[src/rtl/logicap_pkg.sv]
`default_nettype none
// ============================================================================
// Module      : logicap_pkg
// Description : Shared state encoding and default widths for the capture path.
// Revision    : 1.0 - initial release
// ============================================================================
package logicap_pkg;

    localparam int SADDR_W = 24;
    localparam int TMO_W   = 32;

    typedef enum logic [2:0] {
        ST_IDLE      = 3'd0,
        ST_ARM       = 3'd1,
        ST_WAIT_TRIG = 3'd2,
        ST_WAIT_DONE = 3'd3,
        ST_DRAIN     = 3'd4,
        ST_ABORT     = 3'd5,
        ST_FINISH    = 3'd6
    } state_t;

endpackage : logicap_pkg
`default_nettype wire

[src/rtl/capture_sequencer_sat_counter.sv]
`default_nettype none
// ============================================================================
// Module      : sat_counter
// Description : Up-counter with synchronous clear that sticks at all-ones.
// Revision    : 1.0 - initial release
// ============================================================================
module sat_counter #(
    parameter int WIDTH = 8
) (
    input  logic             clk,
    input  logic             reset_n,
    input  logic             clr,
    input  logic             en,
    output logic [WIDTH-1:0] count
);

    logic [WIDTH-1:0] r_count;

    // Clear has priority so a new run always starts from zero.
    always_ff @(posedge clk or negedge reset_n) begin
        if (!reset_n) begin
            r_count <= '0;
        end else if (clr) begin
            r_count <= '0;
        end else if (en && (r_count != '1)) begin
            r_count <= r_count + WIDTH'(1);
        end
    end

    assign count = r_count;

endmodule : sat_counter
`default_nettype wire

[src/rtl/capture_sequencer.sv]
`default_nettype none
// ============================================================================
// Module      : capture_sequencer
// Description : Run controller for one acquisition: arm, trigger supervision,
//               done wait, DMA drain accounting, status and completion irq.
// Revision    : 1.0 - initial release
// ============================================================================
module capture_sequencer
    import logicap_pkg::*;
#(
    parameter int SADDR_W = logicap_pkg::SADDR_W,
    parameter int TMO_W   = logicap_pkg::TMO_W
) (
    input  logic               clk,
    input  logic               reset_n,
    input  logic               start,
    input  logic               stop,
    input  logic [TMO_W-1:0]   trig_timeout,
    input  logic [SADDR_W-1:0] buffer_size,
    output logic               cap_arm,
    output logic               cap_abort,
    input  logic               cap_ready,
    input  logic               cap_armed,
    input  logic               cap_triggered,
    input  logic               cap_done,
    input  logic [SADDR_W-1:0] cap_trigger_pos,
    input  logic               dma_valid,
    input  logic               dma_ready,
    input  logic               dma_last,
    output logic               busy,
    output logic [2:0]         state,
    output logic               irq,
    output logic [SADDR_W-1:0] trigger_pos,
    output logic [SADDR_W-1:0] beat_count,
    output logic               st_timeout,
    output logic               st_aborted,
    output logic               st_len_err,
    output logic               st_start_err
);

    state_t             r_state;
    state_t             w_state_nxt;
    logic [SADDR_W-1:0] r_exp_len;
    logic [SADDR_W-1:0] r_trigger_pos;
    logic               r_cap_arm;
    logic               r_cap_abort;
    logic               r_irq;
    logic               r_busy;
    logic               r_st_timeout;
    logic               r_st_aborted;
    logic               r_st_len_err;
    logic               r_st_start_err;

    logic               w_accept;
    logic               w_start_err_set;
    logic               w_timeout_set;
    logic               w_aborted_set;
    logic               w_len_err_set;
    logic               w_tp_latch;
    logic               w_beat;
    logic               w_reach;
    logic               w_exp_zero;
    logic               w_tmo_hit;
    logic [SADDR_W:0]   w_cnt_inc;
    logic [SADDR_W-1:0] w_beat_cnt;
    logic [TMO_W-1:0]   w_tmo_cnt;

    always_comb begin
        w_state_nxt     = r_state;
        w_accept        = 1'b0;
        w_start_err_set = 1'b0;
        w_timeout_set   = 1'b0;
        w_aborted_set   = 1'b0;
        w_len_err_set   = 1'b0;
        w_tp_latch      = 1'b0;
        w_beat          = dma_valid && dma_ready;
        // One extra bit so a saturated count can never alias onto exp_len.
        w_cnt_inc       = {1'b0, w_beat_cnt} + {{SADDR_W{1'b0}}, 1'b1};
        w_reach         = (w_cnt_inc == {1'b0, r_exp_len});
        w_exp_zero      = (r_exp_len == '0);
        w_tmo_hit       = (trig_timeout != '0) && (w_tmo_cnt == (trig_timeout - TMO_W'(1)));

        case (r_state)
            ST_IDLE: begin
                if (start) begin
                    if (cap_ready) begin
                        w_accept    = 1'b1;
                        w_state_nxt = ST_ARM;
                    end else begin
                        w_start_err_set = 1'b1;
                    end
                end
            end
            ST_ARM: begin
                if (stop) begin
                    w_aborted_set = 1'b1;
                    w_state_nxt   = ST_ABORT;
                end else if (cap_armed) begin
                    w_state_nxt = ST_WAIT_TRIG;
                end
            end
            ST_WAIT_TRIG: begin
                // Priority: stop, then trigger, then timeout expiry.
                if (stop) begin
                    w_aborted_set = 1'b1;
                    w_state_nxt   = ST_ABORT;
                end else if (cap_triggered) begin
                    w_state_nxt = ST_WAIT_DONE;
                end else if (w_tmo_hit) begin
                    w_timeout_set = 1'b1;
                    w_state_nxt   = ST_ABORT;
                end
            end
            ST_WAIT_DONE: begin
                if (stop) begin
                    w_aborted_set = 1'b1;
                    w_state_nxt   = ST_ABORT;
                end else if (cap_done) begin
                    w_tp_latch  = 1'b1;
                    w_state_nxt = ST_DRAIN;
                end
            end
            ST_DRAIN: begin
                if (w_beat && (dma_last || w_reach || w_exp_zero)) begin
                    w_len_err_set = (dma_last && !w_reach) || (!dma_last && w_reach) || w_exp_zero;
                    w_state_nxt   = ST_FINISH;
                end
            end
            ST_ABORT: begin
                if (cap_ready) begin
                    w_state_nxt = ST_FINISH;
                end
            end
            ST_FINISH: begin
                w_state_nxt = ST_IDLE;
            end
            default: begin
                w_state_nxt = ST_IDLE;
            end
        endcase
    end

    always_ff @(posedge clk or negedge reset_n) begin
        if (!reset_n) begin
            r_state        <= ST_IDLE;
            r_exp_len      <= '0;
            r_trigger_pos  <= '0;
            r_cap_arm      <= 1'b0;
            r_cap_abort    <= 1'b0;
            r_irq          <= 1'b0;
            r_busy         <= 1'b0;
            r_st_timeout   <= 1'b0;
            r_st_aborted   <= 1'b0;
            r_st_len_err   <= 1'b0;
            r_st_start_err <= 1'b0;
        end else begin
            r_state     <= w_state_nxt;
            r_cap_arm   <= w_accept;
            r_cap_abort <= (w_state_nxt == ST_ABORT) && (r_state != ST_ABORT);
            r_irq       <= (w_state_nxt == ST_FINISH);
            r_busy      <= (w_state_nxt != ST_IDLE);
            if (w_accept) begin
                r_exp_len      <= buffer_size;
                r_st_timeout   <= 1'b0;
                r_st_aborted   <= 1'b0;
                r_st_len_err   <= 1'b0;
                r_st_start_err <= 1'b0;
            end else begin
                if (w_timeout_set)   r_st_timeout   <= 1'b1;
                if (w_aborted_set)   r_st_aborted   <= 1'b1;
                if (w_len_err_set)   r_st_len_err   <= 1'b1;
                if (w_start_err_set) r_st_start_err <= 1'b1;
            end
            if (w_tp_latch) begin
                r_trigger_pos <= cap_trigger_pos;
            end
        end
    end

    sat_counter #(
        .WIDTH (SADDR_W)
    ) u_beat_cnt (
        .clk     (clk),
        .reset_n (reset_n),
        .clr     (w_accept),
        .en      ((r_state == ST_DRAIN) && w_beat),
        .count   (w_beat_cnt)
    );

    sat_counter #(
        .WIDTH (TMO_W)
    ) u_tmo_cnt (
        .clk     (clk),
        .reset_n (reset_n),
        .clr     (w_accept),
        .en      (r_state == ST_WAIT_TRIG),
        .count   (w_tmo_cnt)
    );

    assign cap_arm      = r_cap_arm;
    assign cap_abort    = r_cap_abort;
    assign busy         = r_busy;
    assign state        = r_state;
    assign irq          = r_irq;
    assign trigger_pos  = r_trigger_pos;
    assign beat_count   = w_beat_cnt;
    assign st_timeout   = r_st_timeout;
    assign st_aborted   = r_st_aborted;
    assign st_len_err   = r_st_len_err;
    assign st_start_err = r_st_start_err;

endmodule : capture_sequencer
`default_nettype wire

[config.mk]
export PLATFORM = sky130hd
export DESIGN_NAME = capture_sequencer
export DESIGN_NICKNAME = d
export VERILOG_FILES = /design/src/rtl/logicap_pkg.sv /design/src/rtl/capture_sequencer_sat_counter.sv /design/src/rtl/capture_sequencer.sv
export SDC_FILE = /design/constraint.sdc
export NUM_CORES = 1
export LEC_CHECK = 0
export ABC_AREA = 1
export CAP_MARGIN = 20
export CORE_MARGIN = 8
export CORE_UTILIZATION = 57
export CTS_BUF_LIST = sky130_fd_sc_hd__clkbuf_16
export DETAILED_ROUTE_END_ITERATION = 10
export HOLD_SLACK_MARGIN = 0.03
export PLACE_DENSITY = 0.91
export SLEW_MARGIN = 40
export SYNTH_ARGS = -nofsm -noshare
export SYNTH_HDL_FRONTEND = slang
export SYNTH_SLANG_ARGS = --single-unit
[constraint.sdc]
create_clock -name clk -period 5.89 [get_ports clk]
set_clock_uncertainty 0.15 [all_clocks]
set_input_delay 0.589 -clock clk [delete_from_list [all_inputs] [get_ports clk]]
set_output_delay 0.589 -clock clk [all_outputs]
set_load 0.1 [all_outputs]
==> flow_metrics.env <==
export IMPL_status="finished clean"
export IMPL_postSynth_asyncResetShare_pct=100
export IMPL_1st_pass_router_iterations=7
export IMPL_drt_vias_per_instance=5.59
export IMPL_required_ns=6.03
export IMPL_synth_xor_area_share_pct=6.56
export IMPL_power_total_mw=4.17
export IMPL_initial_utilization_pct=58.3
export IMPL_width_of_the_chip_um=130
export IMPL_postSynthCellCount=1024
export IMPL_critical_path_class="reg2reg"
export IMPL_ys_top_cells_by_count="sky130_fd_sc_hd__nand2_1 (299), sky130_fd_sc_hd__nor2_1 (125), sky130_fd_sc_hd__inv_1 (116)"
export IMPL_route_vias_total=7608
export IMPL_hold_slack_ns=0.0752
export IMPL_cts_buffers=17
export IMPL_timing_fmax_mhz=289
export IMPL_synthesis_area_um2=7360
export IMPL_yosys_top_cells_area="sky130_fd_sc_hd__dfrtp_1 (39%), sky130_fd_sc_hd__nand2_1 (15%), sky130_fd_sc_hd__nor2_1 (6.4%)"
export IMPL_detailedPlacementHpwl_um=16200
export IMPL_synth_flop_cell="sky130_fd_sc_hd__dfrtp_1"
export IMPL_cts_tree="done"
export IMPL_post_synth_fa_ha_maj_area_fraction_pct=0.680
export IMPL_setup_violations_final=0
export IMPL_design_final_nets=1273
export IMPL_rrSetupSlack_ns=2.43
export IMPL_worst_slew_pin_transition_ns=0.715
export IMPL_yosys_mux_area_fraction_pct=3.67
export IMPL_synth_simple_gate_area_share_pct=34.2
export IMPL_hold_viol_final=0
export IMPL_cts_sink_count=115
export IMPL_antenna_cells=0
export IMPL_die_area_um2=16800
export IMPL_floorplan_die_height_um=130
export IMPL_final_fill_count=968
export IMPL_synth_net_count=1119
export IMPL_cts_max_level=4
export IMPL_global_route_overflow_total=0
export IMPL_post_cts_setup_buffers=0
export IMPL_hp_class="in2async"
export IMPL_synth_seq_area_share_pct=39.1
export IMPL_min_period_ns=3.46
export IMPL_critPathLaunchType="flip-flop"
export IMPL_vias_in_the_first_global_route=7777
export IMPL_synth_top_family_by_area="simple AND/OR/NAND/NOR gates"
export IMPL_antenna_found_initial=0
export IMPL_synth_cell_type_count=42
export IMPL_yosysMostFrequentCell="sky130_fd_sc_hd__nand2_1"
export IMPL_io_buffers=149
export IMPL_maxCapViolations=0
export IMPL_power_density_nw_per_um2=450
export IMPL_grt_first_pass_wirelength_um=36700
export IMPL_std_cell_rows=41
export IMPL_yosysWarnings=0
export IMPL_gp_weighted_congestion=0.937
export IMPL_route_detailed_drc=0
export IMPL_detail_route_wl_per_cell_um=16.4
export IMPL_clockBufferDepth=2
export IMPL_critical_path_endpoint_type="flip-flop"
export IMPL_hold_buffers=0
export IMPL_tns_ns=0
export IMPL_leakage_nw=4.36
export IMPL_count_of_instances_resized_after_the_clock_tree_is_built=0
export IMPL_cell_taking_the_most_area_after_synthesis="sky130_fd_sc_hd__dfrtp_1"
export IMPL_grt_start_max_net_pins=60
export IMPL_syn_avg_cell_area_um2=7.18
export IMPL_timing_final_crit_share_pct=58.8
export IMPL_postSynthRegisterBits=115
export IMPL_edff_count_synth=0
export IMPL_all_layer_global_routing_usage_pct=27.3
export IMPL_core_area_um2=12600
export IMPL_max_slew_margin_pct=52.3
export IMPL_synth_compound_area_share_pct=8.55
export IMPL_drv_slew=0
export IMPL_maximum_vdd_drop_mv=0.428
export IMPL_clock_latency_of_the_later_clocked_register_in_the_worst_skew_pair_ns=0.41
export IMPL_maximum_fanout_along_the_worst_path=6
export IMPL_drt_iter0_markers=604
export IMPL_pin_count=150
export IMPL_ant_nets=0
export IMPL_wl_um=22300
export IMPL_grt_setup_unrepaired="false"
export IMPL_cts_root_buffer_cell="sky130_fd_sc_hd__clkbuf_16"
export IMPL_clk_pin_slew_worst_paths_ns=0.05
export IMPL_synth_top_cell_area_share_pct=39.1
export IMPL_syn2layout_area_growth_pct=26.0
export IMPL_layout_drive_gt1_share_pct=11.9
export IMPL_critical_path_arrival_ns=3.60
state kept, by name, summed over array words and instances (netlist names), 3 cells and up:
signal,count
trigger_pos,24
u_beat_cnt.count,24
state,3
r_exp_len,24
u_tmo_cnt.count,32
stage by stage:
stage | cells | instance area (um2) | util, % | setup WS, ns
floorplan | 1024 | 7360 | - | 2.26
global placement | 1328 | 9000 | 71.3 | 2.36
detailed placement | 1330 | 8730 | 69.2 | 2.29
CTS | 1359 | 9240 | 73.2 | 2.37
global route | 1360 | 9270 | 73.4 | 2.04
finish | 1360 | 9270 | 73.4 | 2.43
layout make-up:
cell class | instances | area, um2 | area share (%)
clock inverter | 12 | 78.8 | 0.851
tap | 172 | 215 | 2.32
inverter | 118 | 443 | 4.78
timing repair buffer | 154 | 1260 | 13.6
clock buffer | 17 | 425 | 4.59
multi-input combinational | 772 | 3970 | 42.8
sequential | 115 | 2880 | 31.1
layer usage:
metal  global-route usage [%]  vias to the layer above  wire, um
li1                         -                     3619         -
met1                     32.3                     3525      8860
met2                     45.2                      401     10600
met3                     9.33                       63      2210
met4                     9.63                        0       551
met5                        0                        -         0
cell usage in the layout, fill, tap and decap left out, types with 24 or more instances in the layout:
cell,instances
sky130_fd_sc_hd__a21oi_1,30
sky130_fd_sc_hd__buf_2,59
sky130_fd_sc_hd__clkdlybuf4s50_1,89
sky130_fd_sc_hd__dfrtp_1,115
sky130_fd_sc_hd__inv_1,119
sky130_fd_sc_hd__mux2_2,24
sky130_fd_sc_hd__nand2_1,298
sky130_fd_sc_hd__nand3_1,60
sky130_fd_sc_hd__nor2_1,124
sky130_fd_sc_hd__nor3_1,32
sky130_fd_sc_hd__o21ai_0,41
sky130_fd_sc_hd__xor2_1,32
worst paths after layout:
kind | start | to | cells after the start
min reg2reg | trigger_pos[2] | trigger_pos[2] | 1
max in group asynchronous | reset_n | u_tmo_cnt.count[21] | 3
max | u_beat_cnt.count[0] | cap_abort | 22
min | reset_n | u_beat_cnt.count[12] | 1
max reg2reg | u_beat_cnt.count[0] | cap_abort | 22
min in group clk | trigger_pos[2] | trigger_pos[2] | 1
power by group:
part	switching [mW]	internal (mW)	total [mW]
sequential	0.221	1.01	1.23
clock	0.344	0.557	0.900
combinational	1.60	0.440	2.04
total	2.16	2.01	4.17
critical path, cell delays in order (launching register included):
cell,delay (ns)
sky130_fd_sc_hd__dfrtp_1,0.46
sky130_fd_sc_hd__ha_1,0.21
sky130_fd_sc_hd__nand2_1,0.07
sky130_fd_sc_hd__inv_2,0.10
sky130_fd_sc_hd__nand2_2,0.07
sky130_fd_sc_hd__nor2_2,0.10
sky130_fd_sc_hd__nand2_1,0.10
sky130_fd_sc_hd__nor2_1,0.22
sky130_fd_sc_hd__nand2_1,0.16
sky130_fd_sc_hd__nor4_1,0.35
sky130_fd_sc_hd__xor2_1,0.28
sky130_fd_sc_hd__o211ai_1,0.11
sky130_fd_sc_hd__nor2_1,0.14
sky130_fd_sc_hd__nand4_1,0.09
sky130_fd_sc_hd__ha_1,0.20
sky130_fd_sc_hd__nand2_1,0.07
sky130_fd_sc_hd__nand2_1,0.10
sky130_fd_sc_hd__nand2_1,0.09
sky130_fd_sc_hd__inv_1,0.05
sky130_fd_sc_hd__nand2_2,0.08
sky130_fd_sc_hd__inv_1,0.05
sky130_fd_sc_hd__nand2_1,0.05
sky130_fd_sc_hd__nor2_1,0.04
cell families after synthesis:
family,after synthesis
xor+xnor,52
fa+ha+maj,4
flops,115
buf+inv,137
compound gates,109
mux,24
simple gates,583
Power figures use the tool's default switching activity.
